[src/rtl/hc595_pkg.sv]
// Shared types and constants for the 74HC595 serial driver.
package hc595_pkg;

  typedef enum logic [1:0] {
    ST_IDLE  = 2'd0,
    ST_LOW   = 2'd1,
    ST_HIGH  = 2'd2,
    ST_LATCH = 2'd3
  } state_t;

  localparam int DATA_W_DEFAULT  = 8;
  localparam int CLK_DIV_DEFAULT = 4;

  // Counter width for a 0..div-1 phase counter; never narrower than one bit.
  function automatic int phase_cnt_w(input int div);
    return (div > 1) ? $clog2(div) : 1;
  endfunction

endpackage

[src/rtl/hc595_if.sv]
// Controller-to-driver enable/ready handshake carrying the parallel word.
interface hc595_if
  import hc595_pkg::*;
#(
  parameter int DATA_W = DATA_W_DEFAULT
);
  logic [DATA_W-1:0] i_data;
  logic              i_enable;
  logic              o_ready;

  modport master (output i_data, output i_enable, input o_ready);
  modport slave  (input i_data, input i_enable, output o_ready);
endinterface

[src/rtl/hc595_tick.sv]
// Phase counter 0..CLK_DIV-1 with synchronous clear; o_tick is high in the
// last count of every phase.
module hc595_tick
  import hc595_pkg::*;
#(
  parameter int CLK_DIV = CLK_DIV_DEFAULT
) (
  input  logic i_clk,
  input  logic i_rst_n,
  input  logic i_clr,
  output logic o_tick
);
  localparam int            CW   = phase_cnt_w(CLK_DIV);
  localparam logic [CW-1:0] LAST = CW'(CLK_DIV - 1);

  logic [CW-1:0] r_cnt;

  always_ff @(posedge i_clk or negedge i_rst_n) begin
    if (!i_rst_n) begin
      r_cnt <= '0;
    end else if (i_clr || (r_cnt == LAST)) begin
      r_cnt <= '0;
    end else begin
      r_cnt <= r_cnt + CW'(1);
    end
  end

  assign o_tick = (r_cnt == LAST);
endmodule

[src/rtl/hc595_shifter.sv]
// Shifts a DATA_W word MSB-first onto SER/SRCLK, then pulses RCLK; ready is low
// for (2*DATA_W+1)*CLK_DIV cycles. Optional QH' readback under HC595_READBACK_EN.
module hc595_shifter
  import hc595_pkg::*;
#(
  parameter int DATA_W  = DATA_W_DEFAULT,
  parameter int CLK_DIV = CLK_DIV_DEFAULT
) (
  input  logic                         i_clk,
  input  logic                         i_rst_n,
  hc595_if.slave                       bus,
  output logic                         o_ser,
  output logic                         o_srclk,
  output logic                         o_rclk,
  output logic [$clog2(DATA_W+1)-1:0]  o_busy_cnt
`ifdef HC595_READBACK_EN
  ,
  input  logic                         i_qh,
  output logic [DATA_W-1:0]            o_rdata,
  output logic                         o_rvalid
`endif
);
  localparam int BCW = $clog2(DATA_W + 1);

  state_t            r_state;
  logic [DATA_W-1:0] r_sr;
  logic              w_accept;
  logic              w_tick;

  assign w_accept = (r_state == ST_IDLE) && bus.i_enable;

  hc595_tick #(.CLK_DIV(CLK_DIV)) u_tick (
    .i_clk   (i_clk),
    .i_rst_n (i_rst_n),
    .i_clr   (w_accept),
    .o_tick  (w_tick)
  );

  // SER is the shift register MSB; shifting on every SRCLK fall leaves zeros
  // behind, so SER is low again once the last bit has been clocked out.
  assign o_ser = r_sr[DATA_W-1];

  always_ff @(posedge i_clk or negedge i_rst_n) begin
    if (!i_rst_n) begin
      r_state     <= ST_IDLE;
      r_sr        <= '0;
      bus.o_ready <= 1'b1;
      o_srclk     <= 1'b0;
      o_rclk      <= 1'b0;
      o_busy_cnt  <= '0;
    end else begin
      case (r_state)
        ST_IDLE: begin
          if (bus.i_enable) begin
            r_sr        <= bus.i_data;
            bus.o_ready <= 1'b0;
            o_busy_cnt  <= BCW'(DATA_W);
            r_state     <= ST_LOW;
          end
        end
        ST_LOW: begin
          if (w_tick) begin
            o_srclk <= 1'b1;
            r_state <= ST_HIGH;
          end
        end
        ST_HIGH: begin
          if (w_tick) begin
            o_srclk    <= 1'b0;
            o_busy_cnt <= o_busy_cnt - BCW'(1);
            r_sr       <= {r_sr[DATA_W-2:0], 1'b0};
            if (o_busy_cnt > BCW'(1)) begin
              r_state <= ST_LOW;
            end else begin
              o_rclk  <= 1'b1;
              r_state <= ST_LATCH;
            end
          end
        end
        ST_LATCH: begin
          if (w_tick) begin
            o_rclk      <= 1'b0;
            bus.o_ready <= 1'b1;
            r_state     <= ST_IDLE;
          end
        end
        default: r_state <= ST_IDLE;
      endcase
    end
  end

`ifdef HC595_READBACK_EN
  logic              r_qh_meta;
  logic              r_qh_sync;
  logic [DATA_W-1:0] r_rsh;

  // QH' is captured at the end of each LOW phase, before the next SRCLK rise
  // moves the chain, so the assembled word is the one resident before the transfer.
  always_ff @(posedge i_clk or negedge i_rst_n) begin
    if (!i_rst_n) begin
      r_qh_meta <= 1'b0;
      r_qh_sync <= 1'b0;
      r_rsh     <= '0;
      o_rdata   <= '0;
      o_rvalid  <= 1'b0;
    end else begin
      r_qh_meta <= i_qh;
      r_qh_sync <= r_qh_meta;
      o_rvalid  <= 1'b0;
      if ((r_state == ST_LOW) && w_tick) begin
        r_rsh <= {r_rsh[DATA_W-2:0], r_qh_sync};
      end
      if ((r_state == ST_LATCH) && w_tick) begin
        o_rdata  <= r_rsh;
        o_rvalid <= 1'b1;
      end
    end
  end
`endif
endmodule
[src/flat_wrapper.sv]
// flat-port wrapper written by rule: the top's interface ports become plain ports
module hc595_shifter_flat import hc595_pkg::*;
#(
  parameter int DATA_W  = DATA_W_DEFAULT,
  parameter int CLK_DIV = CLK_DIV_DEFAULT
)
  (i_clk, i_rst_n, o_ser, o_srclk, o_rclk, o_busy_cnt, bus_i_data, bus_i_enable, bus_o_ready);
  hc595_if #(.DATA_W(DATA_W)) bus_i ();
  input  logic i_clk;
  input  logic i_rst_n;
  output logic o_ser;
  output logic o_srclk;
  output logic o_rclk;
  output logic [$clog2(DATA_W+1)-1:0] o_busy_cnt;
  input wire logic [$bits(bus_i.i_data)-1:0] bus_i_data;
  input wire logic [$bits(bus_i.i_enable)-1:0] bus_i_enable;
  output wire logic [$bits(bus_i.o_ready)-1:0] bus_o_ready;
  assign bus_i.i_data = bus_i_data;
  assign bus_i.i_enable = bus_i_enable;
  assign bus_o_ready = bus_i.o_ready;
  hc595_shifter #(.DATA_W(DATA_W), .CLK_DIV(CLK_DIV)) u_core (.i_clk(i_clk), .i_rst_n(i_rst_n), .bus(bus_i), .o_ser(o_ser), .o_srclk(o_srclk), .o_rclk(o_rclk), .o_busy_cnt(o_busy_cnt));
endmodule
[config.mk]
export PLATFORM = sky130hd
export DESIGN_NAME = hc595_shifter_flat
export DESIGN_NICKNAME = d
export VERILOG_FILES = /design/src/rtl/hc595_pkg.sv /design/src/rtl/hc595_if.sv /design/src/rtl/hc595_tick.sv /design/src/rtl/hc595_shifter.sv /design/src/flat_wrapper.sv
export SDC_FILE = /design/constraint.sdc
export NUM_CORES = 1
export LEC_CHECK = 0
export ABC_AREA = 0
export CORE_ASPECT_RATIO = 1.25
export CORE_MARGIN = 2
export CORE_UTILIZATION = 40
export DETAILED_ROUTE_END_ITERATION = 12
export DONT_BUFFER_PORTS = 1
export PLACE_DENSITY = 0.61
export SLEW_MARGIN = 20
export SYNTH_ARGS = -nofsm -noshare
export SYNTH_HDL_FRONTEND = slang
export SYNTH_HIERARCHICAL = 1
export SYNTH_SLANG_ARGS = --single-unit
[constraint.sdc]
create_clock -name i_clk -period 1.6 [get_ports i_clk]
set_input_delay 0.16 -clock i_clk [delete_from_list [all_inputs] [get_ports i_clk]]
set_output_delay 0.16 -clock i_clk [all_outputs]
set_load 0.005 [all_outputs]
==> metrics, run 1 <==
result of the run complete, no violations; final worst hold slack 0.09180 ns; chip height 60.56 um; net switching power of the design 0.6881 mW; final-stage net count 102; startpoint types register; Clk Tree Root Cell sky130_fd_sc_hd__clkbuf_4; Synth Flop Type sky130_fd_sc_hd__dfrtp_1; clock latency reported for the late side of the worst-skew pair 0.29 ns; deepest clock path buffer count 2; IO Count 19; # diodes 0; detailed-route DRC error count 0; Largest stage delay, worst path 0.43 ns; H-tree lvl count 1; endpoint type of the worst setup path register; number of global-route vias before repair 672; area grow syn2layout 11.12%; part of the cycle the worst path needs 95.23%; number of synthesized flops with an enable pin 0; final total power 2.059 mW; IR drop worst, VDD 759.2 uV; number of resized instances in the post-cts repair step 0; overall global routing resource usage 14.09%; final-layout setup total negative slack 0 ns; Post-synth ARST share 100.0%; die outline width 49.25 um; total via count after detailed routing 610; final setup skew 0.004983 ns; aggregate routed wire length 1814 um; most frequent cell on the critical path sky130_fd_sc_hd__mux2_4; cell-internal power 1.371 mW; overflow left after global routing 0; antenna violations before repair 0; standard cell with the maximum stage delay on the critical path sky130_fd_sc_hd__dfrtp_1; clock transition time at the flip-flop clock pins of the worst setup and hold paths 0.10 ns; data required time at the worst endpoint 1.78 ns; initial core utilization 42.16%; register share of total power 41.8%; number of cell instances on the worst register-to-register path 3; number of buffers added by the clock tree synthesis step 3; number of max-slew violations in the final report 0; average wire length per cell after detail routing 15.12 um; clock network power share 11.2%; Gate Count Post-Synth 79; pin count of the biggest net entering global routing 20; switching part of the total power 33.42%; share of power burned in combinational logic 47.0%; final std cells w/o fill 120; clk sinks 19; initial DRC count 7; first-pass GRT wire length 3111 um; relative slew slack 43.31%; HPWL after detailed placement 1294 um; critical path peak fanout 9; port buffer count 0; Util after Layout 46.86%; critical path arrival 1.70 ns; max-cap viol count 0; First-pass DRT Iterations 4; share of final-layout standard cells stronger than drive strength 1 36.78%; post-synthesis instance area 0.001023 sq mm; number of flip-flops and latches in the synthesized netlist 19; Post-Syn Nets 93; maximum operating frequency 0.6563 GHz; ordered cell list for the critical path nor2b_4, mux2_4, mux2_4; Pwr per Cell Area 1810 mW/mm^2; worst setup path class reg2reg; standby leakage power 0.5120 nW; remaining antenna violation count 0; placer's final routability congestion estimate 0.8006; Mapped Avg Cell Area 12.96 sq um; core footprint 0.002427 sq mm; fraction of the yosys area taken by sequential cells 46.58%; overall die area 0.002982 sq mm; Slew @ Worst Pin 0.8476 ns; # rows 20; placed instance count 114; final setup violating endpoints 0; final critical delay including setup and external delays 1.524 ns; class of the most critical hold timing path in2reg; final count of hold timing violations 0; synth warn 6; clock tree from TritonCTS yes; distinct cell type count of the synthesized netlist 29; setup repair after global routing missed its margin false; cell depth of the worst min-delay path 3; detailed-route vias per instance 5.083
==> kinds of logic after synthesis <==
kind of cell	synth area share (%)
xor+xnor	0.8559
buf+inv	6.845
fa+ha+maj	3.668
simple gates	13.32
compound gates	7.213
flops	46.58
mux	21.52
==> path summary, 6_finish.rpt <==
kind	slack, ns	end	start
max in group asynchronous	0.66	u_core/o_busy_cnt[0]$_DFFE_PN0P_	i_rst_n
min	0.09	u_core/bus.o_ready$_DFFE_PN1P_	bus_i_enable
max reg2reg	0.08	u_core/r_sr[3]$_DFFE_PN0P_	u_core/r_state[1]$_DFFE_PN0P_
min in group asynchronous	0.41	u_core/r_sr[5]$_DFFE_PN0P_	i_rst_n
max	0.08	u_core/r_sr[3]$_DFFE_PN0P_	u_core/r_state[1]$_DFFE_PN0P_
min reg2reg	0.46	u_core/u_tick/r_cnt[0]$_DFF_PN0_	u_core/u_tick/r_cnt[0]$_DFF_PN0_
==> state kept, by name, summed over array words and instances (netlist names) <==
name,cells
u_core/o_busy_cnt,4
u_core/r_sr,8
u_core/o_srclk,1
u_core/u_tick/r_cnt,2
u_core/bus.o_ready,1
u_core/o_rclk,1
u_core/r_state,2
==> cells in the mapped netlist, types with 2 or more instances <==
cell	count	share of area [%]
sky130_fd_sc_hd__o21ai_0	3	1.5
sky130_fd_sc_hd__dfrtp_1	18	44
sky130_fd_sc_hd__ha_1	3	3.7
sky130_fd_sc_hd__nand2_1	4	1.5
sky130_fd_sc_hd__nor2_1	4	1.5
sky130_fd_sc_hd__a21oi_1	5	2.4
sky130_fd_sc_hd__inv_1	4	1.5
sky130_fd_sc_hd__mux2_4	14	21
sky130_fd_sc_hd__nand3_1	2	0.98
sky130_fd_sc_hd__buf_6	3	3.3
==> per-layer routing <==
layer / wire, um / track usage [%] / share of wire [%] / vias up
li1: - / - / - / 292
met5: 0 / 0 / 0 / -
met4: 14 / 7.347 / 0.77 / 0
met2: 903 / 22.39 / 50 / 17
met3: 111 / 4.680 / 6.1 / 2
met1: 785 / 17.27 / 43 / 299
==> power groups by stage <==
| stage | Combinational [mW] | Clock [mW] | Sequential, mW |
|---|---|---|---|
| after global routing | 1.07 | 0.267 | 0.895 |
| after CTS | 0.982 | 0.245 | 0.865 |
| after global placement | 0.940 | 0 | 0.864 |
| final | 0.968 | 0.231 | 0.860 |
| after floorplan | 0.790 | 0 | 0.835 |
| after detailed placement | 0.957 | 0 | 0.874 |
==> per-stage QoR <==
step | cell area [sq um] | worst slack, ns
final | 1137 | 0.07636
after global routing | 1137 | 0.01167
after CTS | 1137 | 0.07006
after detailed placement | 1091 | 0.08635
after global placement | 1091 | 0.1017
after floorplan | 1027 | 0.008765
==> critical path: cells and delay by family, from the launching register on <==
family	cells	cell delay, ns
multiplexers	2	0.59
flip-flops	1	0.43
AND/OR/NAND/NOR	1	0.39
==> area by class of cell <==
class / count / area (sq um)
Fill cell: 245 / 1290
Inverter: 4 / 15.01
Tap cell: 33 / 41.29
Sequential cell: 19 / 476.7
Timing Repair Buffer: 9 / 97.59
Clock buffer: 4 / 26.28
Multi-Input combinational cell: 51 / 480.5
==> what timing repair did <==
item                      4_1_cts  5_1_grt
buffers inserted                0        0
hold buffers                    2        0
hold endpoints to repair       20        0
==> placed cells by master, fill, tap and decap left out, drive strengths merged <==
cell and count:
a21oi 5, a21o 1, o41ai 1, nand2 4
nor3 2, nor3b 2, buf 7, or4b 1
o21ai 3, nor4 1, nand3 2, dfrtp 18
dfstp 1, nand4b 1, nand2b 1, mux2 14
nor2b 1, clkbuf 4, nor2 4, and2b 1
inv 4, xor2 1, dlygate4sd3 2, o21a 1
mux2i 1, a22o 1, ha 3
Power figures use the tool's default switching activity.
==> run 2, diff against run 1 <==
--- a/config.mk
+++ b/config.mk
@@ -6,6 +6,7 @@
 export NUM_CORES = 1
 export LEC_CHECK = 0
 export ABC_AREA = 0
+export CAP_MARGIN = 20
 export CORE_ASPECT_RATIO = 1.25
 export CORE_MARGIN = 2
 export CORE_UTILIZATION = 40
==> results of run 2 <==
Same layout as run 1: the final DEF is identical, and so are final timing and power.
==> run 3, diff against run 2 <==
--- a/config.mk
+++ b/config.mk
@@ -12,7 +12,10 @@
 export CORE_UTILIZATION = 40
 export DETAILED_ROUTE_END_ITERATION = 12
 export DONT_BUFFER_PORTS = 1
+export GPL_TIMING_DRIVEN = 0
 export PLACE_DENSITY = 0.61
+export RECOVER_POWER = 100
+export SKIP_LAST_GASP = 1
 export SLEW_MARGIN = 20
 export SYNTH_ARGS = -nofsm -noshare
 export SYNTH_HDL_FRONTEND = slang
==> run 3 against run 2 <==
Effect of this change: wire length grew 0.88%; sequential cell count is the same; non-clock buffer count grew 2; clock power grew 6%; hold slack gained 0.012 ns; first-iteration DRC count grew 71%; total power grew 2.9%; register-to-register slack is essentially flat; core utilization grew 1.0 points; sequential power grew 2%; critical path depth grew 2.
==> metrics, run 3 (same netlist as run 1, synthesis figures left out) <==
post-placement cell area 0.001069 sq mm (-2.1%); Multi-input gate area 503.0 sq um (+4.7%); antenna violations before repair 0 (unchanged); aggregate routed wire length 1830 um (+0.88%); Filler Cells Inserted 245 (unchanged); total via count after detailed routing 622 (+2.0%); first-pass GRT wire length 3084 um (-0.87%); Crit Reg-Reg Endpoint u_core/r_sr[1]$_DFFE_PN0P_; number of cell instances on the worst register-to-register path 5 (+2); worst setup path class reg2reg; most frequent cells in the layout sky130_fd_sc_hd__dfrtp_1 (17), sky130_fd_sc_hd__mux2_4 (14); startpoint of the worst-slack reg-to-reg timing path u_core/u_tick/r_cnt[0]$_DFF_PN0_; register share of total power 41.5% (-0.3 points); worst path setup slack after routing 0.08619 ns (+0.009839 ns); Pwr per Cell Area 1822 mW/mm^2 (+0.64%); register area 478.0 sq um (+0.26%); initial core utilization 42.16% (unchanged); number of max-slew violations in the final report 0 (unchanged); max-cap viol count 0 (unchanged); endpoint type of the worst setup path register; number of flip-flops under the largest register name 8 (unchanged); overall die area 0.002982 sq mm (unchanged); pin count of the biggest net entering global routing 20 (unchanged); chip height 60.56 um (unchanged); overall global routing resource usage 13.65% (-0.44 points); placer's final routability congestion estimate 0.7624 (-4.8%); post-placement setup slack -0.1574 ns (-0.2437 ns); worst-case hold path end point u_core/bus.o_ready$_DFFE_PN1P_; HPWL after detailed placement 1184 um (-8.5%); maximum operating frequency 0.6606 GHz (+0.65%); part of the cycle the worst path needs 94.61% (-0.61 points); result of the run complete, no violations; Slew @ Worst Pin 0.8956 ns (+0.04797 ns); share of power burned in combinational logic 46.9% (about the same); clock latency reported for the late side of the worst-skew pair 0.29 ns (about the same); detailed-route DRC error count 0 (unchanged); final setup skew 0.003281 ns (-0.001703 ns); relative slew slack 40.10% (-3.2 points); area grow syn2layout 13.57%; # diodes 0 (unchanged); largest registers ranked by flip-flop count u_core/r_sr: 8 flops, u_core/o_busy_cnt: 4 flops; setup repair after global routing missed its margin false; number of buffers added by the clock tree synthesis step 3 (unchanged); remaining antenna violation count 0 (unchanged); final std cells w/o fill 122 (+1.7%); First-pass DRT Iterations 4 (unchanged); port buffer count 0 (unchanged); IR drop worst, VDD 884.7 uV (+17%); standby leakage power 0.5147 nW (+0.53%); crit path from u_core/u_tick/r_cnt[0]$_DFF_PN0_; net switching power of the design 0.7323 mW (+6.4%); class of the most critical hold timing path in2reg; Largest stage delay, worst path 0.40 ns (-0.03 ns); clock tree from TritonCTS yes; final-stage net count 104 (+2.0%); largest reg by FF count u_core/r_sr; number of global-route vias before repair 655 (-2.5%); core footprint 0.002427 sq mm (unchanged); switching part of the total power 34.58% (+1.2 points); min-delay src bus_i_enable; Util after Layout 47.89% (+1.0 points); clock transition time at the flip-flop clock pins of the worst setup and hold paths 0.11 ns (about the same); clk sinks 19 (unchanged); share of final-layout standard cells stronger than drive strength 1 39.33% (+2.5 points); critical path peak fanout 11 (+2); most common cell after layout, fill and taps aside sky130_fd_sc_hd__dfrtp_1; startpoint types register; post-route design area 0.001162 sq mm (+2.2%); final count of hold timing violations 0 (unchanged); critical path arrival 1.70 ns (about the same); deepest clock path buffer count 2 (unchanged); minimum setup slack among reg-to-reg paths 0.09 ns (about the same); cell depth of the worst min-delay path 3 (unchanged); average wire length per cell after detail routing 15.00 um (-0.77%); Clk Tree Root Cell sky130_fd_sc_hd__clkbuf_4; # rows 20 (unchanged); cell-internal power 1.385 mW (+1.1%); final setup violating endpoints 0 (unchanged); overflow left after global routing 0 (unchanged); placed instance count 112 (-1.8%); standard cell with the maximum stage delay on the critical path sky130_fd_sc_hd__dfrtp_1; die outline width 49.25 um (unchanged); clock network power share 11.6% (+0.4 points); ordered cell list for the critical path ha_4, nand2_2, a21oi_4, buf_8, mux2_4; detailed-route vias per instance 5.098 (+0.30%); H-tree lvl count 1 (unchanged); IO Count 19 (unchanged); final critical delay including setup and external delays 1.514 ns (-0.009838 ns); data required time at the worst endpoint 1.79 ns (about the same); initial DRC count 12 (+5)
==> run 3: per-stage QoR <==
step,total power [mW],setup TNS (ns),hold slack [ns]
3_3_place_gp,1.754,-0.8560,-0.1349
3_5_place_dp,1.777,-0.9195,-0.1351
5_1_grt,2.298,0,0.1051
6_report,2.118,0,0.1035
2_1_floorplan,1.625,0,-0.1356
4_1_cts,2.134,0,0.06976
==> run 3: how the worst max path moves through the flow <==
| stage | end | slack, ns |
|---|---|---|
| floorplan | u_core/r_sr[1]$_DFFE_PN0P_ | 0.009 |
| global placement | u_core/r_sr[3]$_DFFE_PN0P_ | -0.14 |
| detailed placement | u_core/r_sr[1]$_DFFE_PN0P_ | -0.16 |
| CTS | u_core/r_sr[5]$_DFFE_PN0P_ | 0.007 |
| global route | u_core/r_sr[1]$_DFFE_PN0P_ | 0.02 |
| finish | u_core/r_sr[1]$_DFFE_PN0P_ | 0.09 |
==> run 3: layout make-up <==
cell class / instances / area share (%)
inverters: 4 / 1.292
well taps: 33 / 3.552
clock buffers: 4 / 2.261
flip-flops and latches: 19 / 41.12
plain buffers: 4 / 3.552
multi-input cells: 51 / 43.27
repair buffers: 7 / 4.952
==> run 3: power groups by stage <==
stage / clock [mW] / sequential [mW] / combinational [mW]
2_1_floorplan: 0 / 0.835 / 0.790
3_3_place_gp: 0 / 0.870 / 0.884
3_5_place_dp: 0 / 0.885 / 0.892
4_1_cts: 0.257 / 0.884 / 0.994
5_1_grt: 0.279 / 0.910 / 1.11
6_report: 0.245 / 0.879 / 0.994
==> run 3: critical path, delay by kind of cell, from the launching register on <==
kind | cells | cell delay (ns)
buf+inv | 1 | 0.16
flops | 1 | 0.40
simple gates | 1 | 0.11
fa+ha+maj | 1 | 0.23
mux | 1 | 0.30
compound gates | 1 | 0.20
==> run 3: timing repair <==
action / 4_1_cts / 5_1_grt
buffers inserted: 4 / 1
endpoints found under the hold margin: 20 / 0
cloned: 0 / 0
resized for setup: 3 / 5
hold buffers: 2 / 0
setup endpoints to repair: 6 / 8
pin swaps: 2 / 2
==> run 3: layer usage <==
layer	GRT usage [%]	wire length, um	up-vias
met5	0	0	-
li1	-	-	295
met3	5.419	150	2
met4	7.347	9	0
met2	20.27	815	15
met1	17.21	855	310
